<file path="src/rtl/mem_port_arbiter.sv">
// Shares one memory port between imem and dmem with an in-order requester-ID FIFO.
// Define MEM_ARB_RR_EN for round-robin arbitration (default: dmem over imem).
package mem_arb_pkg;
    typedef struct packed {
        logic        we;
        logic [3:0]  be;
        logic [31:0] addr;
        logic [31:0] data;
    } mem_pkt_t;
endpackage

module mem_port_arbiter
    import mem_arb_pkg::*;
#(
    parameter int MAX_OUTSTANDING = 4
) (
    input  logic                               clk,
    input  logic                               rst,
    input  logic                               imem_req_vld,
    output logic                               imem_req_rdy,
    input  mem_pkt_t                           imem_req,
    output logic                               imem_rsp_vld,
    input  logic                               imem_rsp_rdy,
    output mem_pkt_t                           imem_rsp,
    input  logic                               dmem_req_vld,
    output logic                               dmem_req_rdy,
    input  mem_pkt_t                           dmem_req,
    output logic                               dmem_rsp_vld,
    input  logic                               dmem_rsp_rdy,
    output mem_pkt_t                           dmem_rsp,
    output logic                               mem_req_vld,
    input  logic                               mem_req_rdy,
    output mem_pkt_t                           mem_req,
    input  logic                               mem_rsp_vld,
    output logic                               mem_rsp_rdy,
    input  mem_pkt_t                           mem_rsp,
    output logic [$clog2(MAX_OUTSTANDING):0]   outstanding
);

    localparam int PW = $clog2(MAX_OUTSTANDING);
    localparam int CW = PW + 1;

    logic [MAX_OUTSTANDING-1:0] r_ids;
    logic [PW-1:0]              r_wr_ptr;
    logic [PW-1:0]              r_rd_ptr;
    logic [CW-1:0]              r_count;

    logic w_full;
    logic w_empty;
    logic w_gnt_d;
    logic w_accept;
    logic w_pop;
    logic w_head;

    assign w_full  = (r_count == CW'(MAX_OUTSTANDING));
    assign w_empty = (r_count == '0);

`ifdef MEM_ARB_RR_EN
    logic r_last;

    // On contention the side not granted last time wins.
    always_comb begin
        w_gnt_d = dmem_req_vld;
        if (imem_req_vld && dmem_req_vld) begin
            w_gnt_d = ~r_last;
        end
    end

    always_ff @(posedge clk) begin
        if (rst) begin
            r_last <= 1'b0;
        end else if (w_accept) begin
            r_last <= w_gnt_d;
        end
    end
`else
    always_comb begin
        w_gnt_d = dmem_req_vld;
    end
`endif

    assign mem_req_vld  = !w_full && (imem_req_vld || dmem_req_vld);
    assign mem_req      = w_gnt_d ? dmem_req : imem_req;
    assign dmem_req_rdy = !w_full && dmem_req_vld && w_gnt_d && mem_req_rdy;
    assign imem_req_rdy = !w_full && imem_req_vld && !w_gnt_d && mem_req_rdy;
    assign w_accept     = mem_req_vld && mem_req_rdy;

    assign w_head       = r_ids[r_rd_ptr];
    assign mem_rsp_rdy  = !w_empty && (w_head ? dmem_rsp_rdy : imem_rsp_rdy);
    assign imem_rsp_vld = mem_rsp_vld && !w_empty && !w_head;
    assign dmem_rsp_vld = mem_rsp_vld && !w_empty && w_head;
    assign imem_rsp     = mem_rsp;
    assign dmem_rsp     = mem_rsp;
    assign w_pop        = mem_rsp_vld && mem_rsp_rdy;

    assign outstanding  = r_count;

    always_ff @(posedge clk) begin
        if (rst) begin
            r_ids    <= '0;
            r_wr_ptr <= '0;
            r_rd_ptr <= '0;
            r_count  <= '0;
        end else begin
            if (w_accept) begin
                r_ids[r_wr_ptr] <= w_gnt_d;
                r_wr_ptr        <= r_wr_ptr + PW'(1);
            end
            if (w_pop) begin
                r_rd_ptr <= r_rd_ptr + PW'(1);
            end
            r_count <= r_count + CW'(w_accept) - CW'(w_pop);
        end
    end

endmodule

</file>
<file path="config.mk">
export PLATFORM = sky130hd
export DESIGN_NAME = mem_port_arbiter
export DESIGN_NICKNAME = d
export VERILOG_FILES = /design/src/rtl/mem_port_arbiter.sv
export SDC_FILE = /design/constraint.sdc
export NUM_CORES = 1
export LEC_CHECK = 0
export BUFFER_PORTS_ARGS = -buffer_cell sky130_fd_sc_hd__buf_2
export CAP_MARGIN = 20
export CORE_AREA = 2 2 165 167
export CTS_BUF_LIST = sky130_fd_sc_hd__clkbuf_4
export DETAILED_ROUTE_END_ITERATION = 8
export DIE_AREA = 0 0 167 169
export SLEW_MARGIN = 20
export SYNTH_ARGS = -nofsm -noshare
export SYNTH_HDL_FRONTEND = slang
export SYNTH_SLANG_ARGS = --single-unit
</file>
<file path="constraint.sdc">
create_clock -name clk -period 2.6 [get_ports clk]
set_input_delay 0.13 -clock clk [delete_from_list [all_inputs] [get_ports clk]]
set_output_delay 0.13 -clock clk [all_outputs]
set_load 0.1 [all_outputs]
</file>
* Word-level counts from Yosys, hierarchy flattened
Cells that the tools add are included.
** Word-level totals
- Register bits :: 11
- Word-level logic and storage cells :: 39
** Cells by class
- Add/subtract/negate cells :: 4
- Order comparisons :: 3
- Equal/unequal tests :: 1
- Muxes and demuxes :: 7
- Reduce and logical (&&, ||, !) cells :: 20
** Operators with widths (number)
- $mux W69 :: 1
- $logic_and A1 B1 Y1 :: 14
- $lt A2 B3 Y1 const B :: 2
- $add A2 B1 Y2 const B :: 2
- $bwmux W4 :: 1
- $logic_not A1 Y1 :: 4
- $add A3 B1 Y3 :: 1
- $eq A3 B3 Y1 const B :: 1
- $logic_not A3 Y1 :: 1
- $mux W1 :: 3
- $sub A3 B1 Y3 :: 1
- $bmux W1 S2 :: 1
- $demux W1 S2 :: 1
- $ge A2 B1 Y1 const B :: 1
- $logic_or A1 B1 Y1 :: 1

* Depth between registers and ports, before layout
- Depth after elaboration :: 6
- Mapped depth :: 11
- Mapped depth without buffers :: 11

* Least setup slack after synthesis
Ideal clock, no wire load.
- Path kind :: flip-flop to flip-flop
- From :: register r_count[2] (netlist: outstanding[2])
- To :: register r_count[2] (netlist: outstanding[2])
- Arrival time :: 3004 ps
- Data required time :: 2472 ps
- Path slack :: -531 ps
- Stages on the path, launching flop included :: 12
- Buffers on the path :: 1
- Cells stage by stage :: dfxtp_1 -> or3b_2 -> clkbuf_1 -> o211ai_2 -> ha_1 -> inv_1 -> ha_1 -> inv_1 -> fa_1 -> xor2_1 -> xnor2_1 -> nor2_1
** Between the ends
- Longest elaborated chain between the ends :: 6
- Elaborated cells on any way between the ends :: 10
** RTL lines
- start: declaration :: RTL line 46 : logic [CW-1:0] r_count;
- start signal: assignment :: RTL line 112 : r_count <= r_count + CW'(w_accept) - CW'(w_pop);
- $eq A3 B3 Y1 :: RTL line 55 : assign w_full = (r_count == CW'(MAX_OUTSTANDING));
- $logic_not A1 Y1 :: RTL line 82 : assign mem_req_vld = !w_full && (imem_req_vld || dmem_req_vld);
- $logic_and A1 B1 Y1 :: RTL line 82
- $logic_and A1 B1 Y1 :: RTL line 86 : assign w_accept = mem_req_vld && mem_req_rdy;
- $add A3 B1 Y3 :: RTL line 112
- $sub A3 B1 Y3 * :: RTL line 112
Every way passes the cells marked *; elsewhere a longest branch is shown, timed or not.
A chain may end at the register's enable or synchronous reset.

* Worst setup path in the final report
- From :: register r_rd_ptr[0]
- To :: register r_count[2] (netlist: outstanding[2])
** Between the ends
- Longest elaborated chain between the ends :: 6
** RTL lines
- start: declaration :: RTL line 45 : logic [PW-1:0] r_rd_ptr;
- start signal: assignment :: RTL line 110 : r_rd_ptr <= r_rd_ptr + PW'(1);
- $bmux W1 S2 :: RTL line 88 : assign w_head = r_ids[r_rd_ptr];
- $mux W1 (implied by the code) :: RTL line 88
- $mux W1 :: RTL line 89 : assign mem_rsp_rdy = !w_empty && (w_head ? dmem_rsp_rdy : imem_rsp_rdy);
- $logic_and A1 B1 Y1 :: RTL line 89
- $logic_and A1 B1 Y1 :: RTL line 94 : assign w_pop = mem_rsp_vld && mem_rsp_rdy;
- named net w_pop :: RTL line 52 : logic w_pop;
- $sub A3 B1 Y3 :: RTL line 112
The timed path passes the listed nets, and every way through them passes these cells. The select of a mux whose other input is x is not followed.

==> flow_metrics.py <==
metrics = {
    "run_status": {
        "status": "complete, no violations",
    },
    "detailed_routing": {
        "viasPerCell": 2.973,
        "routedWlPerCell_um": 12.28,
        "vias": 2114,
        "ant_nets": 0,
        "firstDrtPassIters": 4,
        "drt-initial-drc-count": 63,
        "drc": 0,
        "drt_wl_total_mm": 8.731,
    },
    "synth": {
        "synth.cell_area_um2": 2485,
        "synth_area_leader_cell": "buf_4",
        "synth-adder-area-share_pct": 3.827,
        "synth_top_family_by_area": "buffers and inverters",
        "synth_compound_gate_area_share_pct": 2.920,
        "ys_ff_latch": 11,
        "ys_seq_area_share_pct": 8.862,
        "synth_top_area_share_pct": 41.69,
        "ys_types": 30,
        "ys.flop_type": "dfxtp_1",
        "syn_area_per_cell_um2": 8.719,
        "synth_edf_count": 0,
        "synth-simple-area-share_pct": 4.733,
        "yosys-top-cells-area": "buf_4, mux2_2, dfxtp_1",
        "yosysWarnings": 0,
        "async_flop_share_pct": 0,
        "syn_nets": 507,
        "synthCells": 285,
        "muxShareOfSynthArea_pct": 33.74,
        "synthXorXnorAreaFrac_pct": 1.057,
    },
    "cells_and_area": {
        "layout_common_cells": "buf_2, mux2_2, inv_1",
        "finish.instance_area_um2": 3065,
        "final_common_cell": "buf_2",
        "multi_input_area_um2": 1169,
        "final_nets": 591,
        "final-seq-area_um2": 232.7,
        "drive_gt1_share_pct": 85.05,
        "area_growth_pct": 23.36,
        "n_fill_cell": 3059,
    },
    "global_routing": {
        "grt_util_met3_pct": 4.419,
        "grt_use_met2_pct": 6.495,
        "grt_pass1_vias": 1937,
        "grt_max_degree": 77,
        "grt_antenna_before_repair": 1,
        "grt_overflow_total": 0,
        "grt_pass1_wl_mm": 11.67,
        "grt_use_met1_pct": 6.857,
        "track_usage_pct": 5.455,
        "grt.busiest_layer": "met1",
    },
    "critical_path": {
        "r2r-start": "r_rd_ptr[0]$_SDFFE_PP0P_",
        "path_buf_inv": 2,
        "worstPathCellList": "mux4_2 -> mux2i_2 -> nor2_2 -> ha_1 -> inv_1 -> ha_1 -> inv_1 -> fa_2 -> xor2_2 -> xnor2_1 -> nor2_1",
        "critPathRequiredTime_ns": 2.76,
        "cp_top_family": "multiplexers",
        "crit_type": "reg2reg",
        "r2r_end": "outstanding[2]$_SDFF_PP0_",
        "slowest_stage": "mux4_2",
        "critPathMaxStageDelay_ns": 0.54,
        "start_kind": "flop",
        "worstPathMaxFanout": 3,
        "endpoint_kind": "flop",
        "rrSetupSlack_ns": 0.16,
        "crit_arrival_ns": 2.61,
        "r2r_cells": 11,
    },
    "sta": {
        "hold_violations": 0,
        "max_slew_margin_pct": 62.60,
        "min_period_over_period_pct": 93.98,
        "fmax_ghz": 0.4092,
        "rsz0062_at_grt": "false",
        "final.setup.tns_ns": 0,
        "finClkSkew_ns": 0.0009085,
        "period_minus_slack_ns": 2.444,
        "report.final.slew_viol_count": 0,
        "worst_pin_slew_ns": 0.5648,
        "setup_violations": 0,
    },
    "placement": {
        "place_area_um2": 3012,
        "numPortBuffers": 223,
        "gp_congestion": 0.7909,
        "dp_hpwl_mm": 7.759,
    },
    "floorplan": {
        "io_pins": 431,
        "rows": 60,
        "start_util_pct": 9.377,
        "chipHeight_um": 169,
        "dieArea_um2": 28220,
        "core_area_um2": 26500,
        "die_w_um": 167,
    },
    "clock_tree": {
        "cts_hold_buf": 0,
        "insertion_delay_ns": 0.27,
        "cts.path.max_buffers": 2,
        "clock-sinks": 11,
        "cts_buffers": 3,
        "cts_root_buffer": "clkbuf_4",
        "cts_tree": "done",
        "cts_max_level": 1,
        "path_clk_slew_ns": 0.07,
    },
    "min_path": {
        "holdPathEnd": "outstanding[1]$_SDFF_PP0_",
        "hp-start": "rst",
        "min_path_type": "in2reg",
        "whs_path_depth": 2,
    },
    "pwr": {
        "ir_worst_vdd_mv": 0.7174,
        "power.density_nw_per_um2": 625.9,
        "cellLeakagePower_nw": 1.464,
    },
    "run": {
        "cap_viol_max_count": 0,
    },
}
==> area by class of cell <==
type                    count  area share [%]
repair buffers            228           38.12
diodes                      2          0.1633
inverters                   9           1.102
clock buffers               4          0.9796
multi-input cells         116           38.12
flip-flops and latches     11           7.592
well taps                 341           13.92
==> kinds of logic after synthesis <==
| kind of cell | Yosys count |
|---|---|
| AO/OA/AOI/OAI | 12 |
| XOR/XNOR | 3 |
| adder cells (fa/ha/maj) | 7 |
| buffers and inverters | 158 |
| flip-flops | 11 |
| multiplexers | 73 |
| AND/OR/NAND/NOR | 21 |
==> worst max path at each step <==
| stage | to | cells after the start | from |
|---|---|---|---|
| 2_1_floorplan | outstanding[2]$_SDFF_PP0_ | 11 | outstanding[2]$_SDFF_PP0_ |
| 3_3_place_gp | outstanding[2]$_SDFF_PP0_ | 11 | r_rd_ptr[0]$_SDFFE_PP0P_ |
| 3_5_place_dp | outstanding[2]$_SDFF_PP0_ | 11 | r_rd_ptr[0]$_SDFFE_PP0P_ |
| 4_1_cts | outstanding[2]$_SDFF_PP0_ | 11 | r_rd_ptr[0]$_SDFFE_PP0P_ |
| 5_1_grt | outstanding[2]$_SDFF_PP0_ | 11 | r_rd_ptr[0]$_SDFFE_PP0P_ |
| 6_report | outstanding[2]$_SDFF_PP0_ | 11 | r_rd_ptr[0]$_SDFFE_PP0P_ |
==> cell usage after synthesis (2+ instances only) <==
| library cell | count |
|---|---|
| dfxtp_1 | 11 |
| xnor2_1 | 2 |
| buf_4 | 138 |
| ha_1 | 6 |
| nor2b_1 | 2 |
| o21ai_0 | 4 |
| nor2_1 | 8 |
| mux2_2 | 69 |
| a21oi_1 | 5 |
| inv_1 | 9 |
| nand4_1 | 4 |
| clkbuf_1 | 7 |
| buf_2 | 3 |
==> timing repair <==
item	4_1_cts	5_1_grt
buffers inserted	0	1
endpoints found under the setup margin	0	1
hold endpoints to repair	0	0
resized for setup	0	3
==> state kept, by name, summed over array words and instances, names as in the netlist <==
| signal | cells |
|---|---|
| r_wr_ptr | 2 |
| outstanding | 3 |
| r_ids | 4 |
| r_rd_ptr | 2 |
==> where the power goes <==
part	total, mW	leakage, nW	internal, mW	switching [mW]
Combinational	1.54	1.35	0.360	1.18
Sequential	0.250	0.0923	0.214	0.0363
Clock	0.132	0.0184	0.0699	0.0623
==> through the flow <==
step / power (mW) / setup slack [ns] / std cells / hold WS [ns] / utilization (%)
finish: 1.919 / 0.1565 / 711 / 0.1719 / 11.57
global route: 2.006 / 0.01930 / 710 / 0.1661 / 11.56
CTS: 1.911 / 0.03910 / 708 / 0.1622 / 11.48
detailed placement: 1.773 / 0.05030 / 704 / 0.2610 / 11.36
global placement: 1.761 / 0.08345 / 704 / 0.2610 / 11.36
floorplan: 2.480 / 0.008593 / 285 / 0.2974 / -
==> per-layer routing <==
metal,vias up,share of wire (%)
li1,979,-
met1,900,41
met2,225,38
met3,10,18
met4,0,3.4
met5,-,0
Note: power is estimated with default switching activity, not from simulation.
